--- config.mk ---
export PLATFORM = sky130hd
export DESIGN_NAME = data_bus_arbiter
export DESIGN_NICKNAME = d
export VERILOG_FILES = /design/src/rtl/data_bus_pkg.sv /design/src/rtl/rr_pick2.sv /design/src/rtl/data_bus_arbiter.sv
export SDC_FILE = /design/constraint.sdc
export NUM_CORES = 1
export LEC_CHECK = 0
export CORE_AREA = 2 2 116 118
export CTS_BUF_LIST = sky130_fd_sc_hd__clkbuf_16
export CTS_CLUSTER_SIZE = 14
export DETAILED_ROUTE_END_ITERATION = 10
export DIE_AREA = 0 0 118 120
export SYNTH_ARGS = -nofsm -noshare
export SYNTH_HDL_FRONTEND = slang
export SYNTH_SLANG_ARGS = --single-unit
--- constraint.sdc ---
create_clock -name clk -period 1.9 [get_ports clk]
set_input_delay 0.38 -clock clk [delete_from_list [all_inputs] [get_ports clk]]
set_output_delay 0.38 -clock clk [all_outputs]
set_load 0.1 [all_outputs]
--- src/rtl/data_bus_pkg.sv ---
// Shared types and constants for the two-port data memory arbiter.
// Port 0 is the CPU load/store path, port 1 the UART loader/peripheral master.
package data_bus_pkg;

    typedef enum logic [1:0] {
        IDLE  = 2'd0,
        LOCK0 = 2'd1,
        LOCK1 = 2'd2
    } owner_t;

    localparam int PORT_CPU  = 0;
    localparam int PORT_UART = 1;

    localparam int DEFAULT_ADDR_W = 32;
    localparam int DEFAULT_DATA_W = 32;

    // Lock state owned by the given port index.
    function automatic owner_t lock_state(input logic port);
        return port ? LOCK1 : LOCK0;
    endfunction

endpackage

--- src/rtl/rr_pick2.sv ---
// Combinational two-request round-robin picker: on a tie, the port that
// was not granted last wins.
module rr_pick2 (
    input  logic [1:0] req_i,
    input  logic       last_i,
    output logic [1:0] gnt_o
);

    // NOTE: every output of a combinational block gets a default first, so
    // no path through the block can leave it unassigned and infer a latch.
    always_comb begin
        gnt_o = 2'b00;
        if (req_i[0] && (!req_i[1] || last_i)) begin
            gnt_o[0] = 1'b1;
        end else if (req_i[1]) begin
            gnt_o[1] = 1'b1;
        end
    end

endmodule

--- src/rtl/data_bus_arbiter.sv ---
// Shares the single-ported data memory between the CPU and UART master with
// round-robin fairness, a bounded ownership lock and one-cycle read return.
module data_bus_arbiter
    import data_bus_pkg::*;
#(
    parameter int ADDR_W   = DEFAULT_ADDR_W,
    parameter int DATA_W   = DEFAULT_DATA_W,
    parameter int MAX_LOCK = 16
) (
    input  logic              clk,
    input  logic              rst,

    input  logic              req_0,
    input  logic              we_0,
    input  logic              lock_0,
    input  logic [ADDR_W-1:0] addr_0,
    input  logic [DATA_W-1:0] wdata_0,
    output logic              gnt_0,
    output logic              rvalid_0,
    output logic [DATA_W-1:0] rdata_0,

    input  logic              req_1,
    input  logic              we_1,
    input  logic              lock_1,
    input  logic [ADDR_W-1:0] addr_1,
    input  logic [DATA_W-1:0] wdata_1,
    output logic              gnt_1,
    output logic              rvalid_1,
    output logic [DATA_W-1:0] rdata_1,

    output logic              stall_cpu,

    output logic              mem_re,
    output logic              mem_we,
    output logic [ADDR_W-1:0] mem_addr,
    output logic [DATA_W-1:0] mem_wdata,
    input  logic [DATA_W-1:0] mem_rdata
);

    localparam int CNT_W = $clog2(MAX_LOCK + 1);

    owner_t             owner_q,    owner_d;
    logic               last_q,     last_d;
    logic [CNT_W-1:0]   lock_cnt_q, lock_cnt_d;
    logic               rd_pend_q,  rd_pend_d;
    logic               rd_port_q,  rd_port_d;

    logic [1:0]         req_vec;
    logic [1:0]         pick_req;
    logic [1:0]         pick_gnt;
    logic [1:0]         gnt;
    logic               any_gnt;
    logic               gnt_port;
    logic               sel_lock;
    logic               sel_we;
    logic [CNT_W-1:0]   cnt_inc;

    assign req_vec = {req_1, req_0};

    // A locked owner hides the other requester from the picker.
    always_comb begin
        pick_req = 2'b00;
        unique case (owner_q)
            IDLE:    pick_req = req_vec;
            LOCK0:   pick_req = {1'b0, req_vec[PORT_CPU]};
            LOCK1:   pick_req = {req_vec[PORT_UART], 1'b0};
            default: pick_req = 2'b00;
        endcase
    end

    rr_pick2 u_pick (
        .req_i  (pick_req),
        .last_i (last_q),
        .gnt_o  (pick_gnt)
    );

    // Nothing issues while reset is held.
    assign gnt      = pick_gnt & {2{~rst}};
    assign any_gnt  = |gnt;
    assign gnt_port = gnt[PORT_UART];
    assign sel_lock = gnt_port ? lock_1 : lock_0;
    assign sel_we   = gnt_port ? we_1   : we_0;

    // NOTE: state registers use non-blocking assignments so every register
    // samples pre-edge values; reset is synchronous to match the system.
    always_ff @(posedge clk) begin
        if (rst) begin
            owner_q    <= IDLE;
            last_q     <= 1'b1;
            lock_cnt_q <= '0;
            rd_pend_q  <= 1'b0;
            rd_port_q  <= 1'b0;
        end else begin
            owner_q    <= owner_d;
            last_q     <= last_d;
            lock_cnt_q <= lock_cnt_d;
            rd_pend_q  <= rd_pend_d;
            rd_port_q  <= rd_port_d;
        end
    end

    // Next-state: grant bookkeeping, lock entry/extension and forced release.
    always_comb begin
        owner_d    = owner_q;
        last_d     = last_q;
        lock_cnt_d = lock_cnt_q;
        rd_pend_d  = 1'b0;
        rd_port_d  = rd_port_q;
        cnt_inc    = (owner_q == IDLE) ? CNT_W'(1) : lock_cnt_q + CNT_W'(1);

        if (any_gnt) begin
            last_d    = gnt_port;
            rd_pend_d = ~sel_we;
            rd_port_d = gnt_port;
            if (sel_lock && (cnt_inc != CNT_W'(MAX_LOCK))) begin
                owner_d    = lock_state(gnt_port);
                lock_cnt_d = cnt_inc;
            end else begin
                owner_d    = IDLE;
                lock_cnt_d = '0;
            end
        end else if (owner_q != IDLE) begin
            // Locked owner dropped its request: give the bus back.
            owner_d    = IDLE;
            lock_cnt_d = '0;
        end
    end

    // Outputs: memory bus mirrors the granted port, responses follow rd_pend.
    always_comb begin
        mem_re    = 1'b0;
        mem_we    = 1'b0;
        mem_addr  = '0;
        mem_wdata = '0;
        if (gnt[PORT_CPU]) begin
            mem_re    = ~we_0;
            mem_we    = we_0;
            mem_addr  = addr_0;
            mem_wdata = wdata_0;
        end else if (gnt[PORT_UART]) begin
            mem_re    = ~we_1;
            mem_we    = we_1;
            mem_addr  = addr_1;
            mem_wdata = wdata_1;
        end
    end

    assign gnt_0     = gnt[PORT_CPU];
    assign gnt_1     = gnt[PORT_UART];
    assign stall_cpu = req_0 & ~gnt_0;

    assign rvalid_0  = rd_pend_q & ~rd_port_q & ~rst;
    assign rvalid_1  = rd_pend_q &  rd_port_q & ~rst;
    assign rdata_0   = rvalid_0 ? mem_rdata : '0;
    assign rdata_1   = rvalid_1 ? mem_rdata : '0;

endmodule

After elaboration in Yosys (flattened, before gate mapping)
Cells that the tools add are included.

cells by class
  equal/unequal tests = 3
  reduce and logical (&&, ||, !) cells = 9
  bitwise gates (word level) = 13
  muxes and demuxes = 24
  add/sub/neg operators = 1

operators by type and width
  cell                   count
  $mux W32               6
  $mux W5                4
  $mux W1                9
  $mux W2                4
  $not A1 Y1             7
  $pmux W2 S3            1
  $add A5 B1 Y5 const B  1
  $and A1 B1 Y1          5
  $ne A5 B5 Y1 const B   1
  $reduce_bool A2 Y1     2
  $reduce_or A2 Y1       2
  $and A2 B2 Y2          1
  $eq A2 B1 Y1 const B   1
  $eq A2 B2 Y1 const B   1
  $logic_and A1 B1 Y1    2
  $logic_not A2 Y1       1
  $logic_not A1 Y1       1
  $logic_or A1 B1 Y1     1

storage, ports and cells
  logic and storage cells = 55
  flip-flop bits (word level) = 10
  bits of input ports = 168
  output and inout port bits = 135

Longest topological paths before layout
  depth in word-level cells = 11
  gate-level depth with buffers = 7
  mapped depth without buffers = 6

Hierarchy
From an unflattened synthesis, not the netlist that was laid out.

second synthesis, totals
  cell total of the unflattened synthesis = 223
  area, all modules = 1746.7 um2

by module, submodules not included
  module            times used  area an instance (um2)  seq. area each (um2)  cells an instance
  data_bus_arbiter  1           1727.9                  200.2                 220
  rr_pick2          1           18.8                    0.0                   3

Least setup slack after synthesis
Ideal clock, no wire load.

  kind = input to output
  start = in rst
  end = out mem_re
  data arrival time = 3.552 ns
  path slack = -2.032 ns
  stages on the path = 6
  data required time = 1.520 ns
  path buffers = 2
  cells stage by stage = nor3b_1 and2_1 clkbuf_1 clkbuf_1 inv_1 o22ai_1

between the ends
  cells in the longest elaborated chain, start to end = 4

RTL lines
  what             line                     text
  from (decl)      data_bus_arbiter.sv:11   input logic rst,
  $not A1 Y1       data_bus_arbiter.sv:78   assign gnt = pick_gnt & {2{~rst}};
  $and A2 B2 Y2    data_bus_arbiter.sv:78
  named net gnt_1  data_bus_arbiter.sv:27   output logic gnt_1,
  $mux W1          data_bus_arbiter.sv:140  end else if (gnt[PORT_UART]) begin
  $mux W1          data_bus_arbiter.sv:135  if (gnt[PORT_CPU]) begin
  to (decl)        data_bus_arbiter.sv:33   output logic mem_re,

The timed path passes the listed nets, and every way through them passes these cells.

Worst setup path after layout
  start = reg owner_q[0]
  end = out mem_addr[10]

between the ends
  cells in the longest elaborated chain, start to end = 9
  elaborated cells between the ends (all ways) = 13
  those cells by class = 2 x eq/ne; 6 x mux; 1 x bitwise; 4 x reduce/logical

RTL lines
  what                                        line                     text
  from (decl)                                 data_bus_arbiter.sv:42   owner_t owner_q, owner_d;
  from (signal assigned)                      data_bus_arbiter.sv:94   owner_q <= owner_d;
  $eq A2 B2 Y1, or another cell as far along  data_bus_arbiter.sv:63   unique case (owner_q)
  $pmux W2 S3 *                               data_bus_arbiter.sv:63
  $logic_not A1 Y1                            rr_pick2.sv:13           if (req_i[0] && (!req_i[1] || last_i)) begin
  $logic_or A1 B1 Y1                          rr_pick2.sv:13
  $logic_and A1 B1 Y1                         rr_pick2.sv:13
  $mux W1                                     rr_pick2.sv:13
  $and A2 B2 Y2 *                             data_bus_arbiter.sv:78
  $mux W32                                    data_bus_arbiter.sv:140
  $mux W32 *                                  data_bus_arbiter.sv:135
  to (decl)                                   data_bus_arbiter.sv:35   output logic [ADDR_W-1:0] mem_addr,

Every way passes the cells marked *; elsewhere a longest branch is shown, timed or not.

==> metrics.yaml <==
route:
  detail_route.wl_per_cell_um: 19.0
  routed-wl-met3_um: 1060
  top_layer: "met4"
  finalWirelength_um: 13800
  antenna_left: 0
  drtIter0Drc: 126
  drt-vias-per-instance: 4.34
  wl_met2_um: 7450
  m1WireLength_um: 5030
  drt_drc_violations_left: 0
  drt_first_pass_iters: 4
  routed-via-count: 3143
placed_design:
  gp_routability_congestion: 0.846
  placement.cell_area_um2: 7200
  place_hpwl_um: 11100
  pre_cts_ws_ps: -550
  placement.io_buffers: 302
cts:
  cts_buffers: 3
  clk_path_buf_depth: 2
  h-tree-depth: 1
  worstSkewPairLatency_ps: 240
  holdBufCountCts: 0
  tritoncts: "built"
  clkSinkCount: 10
  cts.reportedPaths.clkPinSlew_ps: 40
  clock-root-buffer: "clkbuf_16"
synthesis:
  yosys.cell_count.top_type: "and2_1"
  synthesis.nets: 381
  post_synthesis_instance_total: 212
  post_synth_main_area_contributors: "a22o_1, and2_1, dfxtp_1"
  asyncSetResetFlopFracSynth: 0
  synthesis.area_um2: 1600
  ys_types: 36
  number_of_flops_mapped_to_enable_cells_by_yosys: 0
  yosysWarnings: 0
  ys_seq_elements: 10
  syn_avg_cell_area_um2: 7.52
  synth_top_area_share: 0.357
  yosys_most_used_dff: "dfxtp_1"
  synth_top_area_cell: "a22o_1"
  post_synth_most_frequent_cells: "and2_1, a22o_1, clkbuf_1"
  synth_sequential_area_ratio: 0.125
sta:
  tightest_slew_ps: 338
  achievable-frequency_mhz: 460
  grt_setup_unrepaired: "true"
  hold-worst-slack_ps: 425
  final_hold_viol_count: 0
  tmin_final_ps: 2170
  setup_ws_ps: -272
  final.period_utilization: 1.14
  worst_clock_skew_ps: 2.90
  final-setup-viol-count: 71
  slew_headroom: 0.773
  report.final.slew_viol_count: 0
setup_path:
  arrival_time_at_the_worst_endpoint_ps: 1790
  critPathMaxFanout: 7
  worst_ep_required_time_ps: 1520
  worstSetupEndpointType: "output pin"
  crit_type: "reg -> out"
  timing.critical_path.from_type: "register"
power:
  cellPowerDensity_nw_per_um2: 410
  cellLeakagePower_nw: 3.31
  peakVddDrop_mv: 0.318
  finalPower_mw: 3.20
die:
  top_level_ports: 303
  floorplan.die.height_um: 120
  core_region_area_um2: 13000
  die_footprint_um2: 14200
  floorplan.rows: 42
  initial_core_util: 0.123
  chipWidth_um: 118
worst_hold_path:
  hp-class: "in -> reg"
flow_run:
  max_cap_viol_count: 0
layout:
  ratio_of_cells_with_drive_above_1_in_the_final_layout: 0.643
  fin_area_um2: 7790
  num-nets-final: 719
  final_util: 0.600
  syn_to_final_growth_pct: 388
  num_antenna_cells: 0
grt:
  grt_start_max_net_pins: 34
  number_of_antenna_violations_at_the_first_check_in_global_routing: 0
  globalRouteOverflowTotal: 0
  vias_in_the_first_global_route: 3383
  grt_first_pass_wirelength_um: 20100
  grt_use_total: 0.180
outcome:
  violations: "setup timing"
  run_status: "finished with violations"
==> path summary, 6_finish.rpt <==
| path | to | startpoint | slack, ps | cells after the start |
|---|---|---|---|---|
| setup / recovery | mem_addr[10] | owner_q[0]$_SDFFE_PP0P_ | -270 | 7 |
| hold / removal | rd_port_q$_SDFFE_PP0P_ | rst | 420 | 3 |
| setup reg to reg | lock_cnt_q[1]$_SDFFE_PP0P_ | lock_cnt_q[0]$_SDFFE_PP0P_ | -90 | 6 |
| hold reg to reg | lock_cnt_q[4]$_SDFFE_PP0P_ | lock_cnt_q[4]$_SDFFE_PP0P_ | 520 | 2 |
==> per-stage QoR <==
step	TNS [ps]	cells
2_1_floorplan	-3670	212
3_3_place_gp	-56870	702
3_5_place_dp	-57960	702
4_1_cts	-16460	720
5_1_grt	-20650	725
6_report	-16580	725
==> layout make-up <==
type / instances / area (um^2)
clock buffers: 3 / 75.1
clock inverters: 1 / 3.75
fillers: 1041 / 5190
inverters: 3 / 23.8
multi-input cells: 176 / 2150
flip-flops and latches: 10 / 209
well taps: 176 / 220
repair buffers: 355 / 5090
repair inverters: 1 / 16.3
==> worst max-delay path, cell delays in order, from the launching register on <==
cell	delay, ps
dfxtp_4	350
nand2b_4	140
nor2_2	120
or3_4	240
clkinv_8	110
clkbuf_16	180
a22o_4	230
buf_12	160
==> cells by family after synthesis <==
kind of cell	share of synthesized area
adders and majority gates	0.00784
buffers and inverters	0.0667
DFF	0.125
AOI/OAI and AO/OA	0.413
muxes	0.00627
xor gates and xnor gates	0.0165
and+or+nand+nor	0.365
==> registers in the layout (all words and copies together), names as in the netlist <==
register / cells
lock_cnt_q: 5
owner_q: 2
last_q: 1
rd_pend_q: 1
rd_port_q: 1
==> where the power goes <==
part,internal [mW],switching [mW],leakage [nW],total (mW)
clock,0.276,0.104,0.0423,0.380
combinational,1.18,1.41,3.18,2.59
sequential,0.220,0.00966,0.0841,0.230
==> cells in the final DEF (no fill, tap or decap), drive strengths merged, types with 2 or more instances in the layout <==
| master | count |
|---|---|
| clkinv | 2 |
| xor2 | 2 |
| buf | 184 |
| a22o | 65 |
| clkdlybuf4s50 | 164 |
| a21oi | 2 |
| a32oi | 2 |
| inv | 3 |
| clkbuf | 7 |
| nand4b | 2 |
| clkdlybuf4s15 | 2 |
| nand3 | 2 |
| dfxtp | 10 |
| and2 | 67 |
| nor2 | 7 |
| nor3b | 2 |
| nand3b | 2 |
| nand2b | 2 |
| o22ai | 2 |
| nand2 | 2 |
==> repair_timing <==
action / 4_1_cts / 5_1_grt
setup endpoints to repair: 139 / 93
gates resized for setup: 56 / 16
buffers inserted: 16 / 4
cloned: 4 / 5
pin swaps: 19 / 18
==> per-layer routing <==
layer,GRT usage,up-vias
met4,0.0271,0
met3,0.0475,13
li1,-,1475
met5,0,-
met2,0.349,188
met1,0.200,1467
Note: power is estimated with default switching activity, not from simulation.
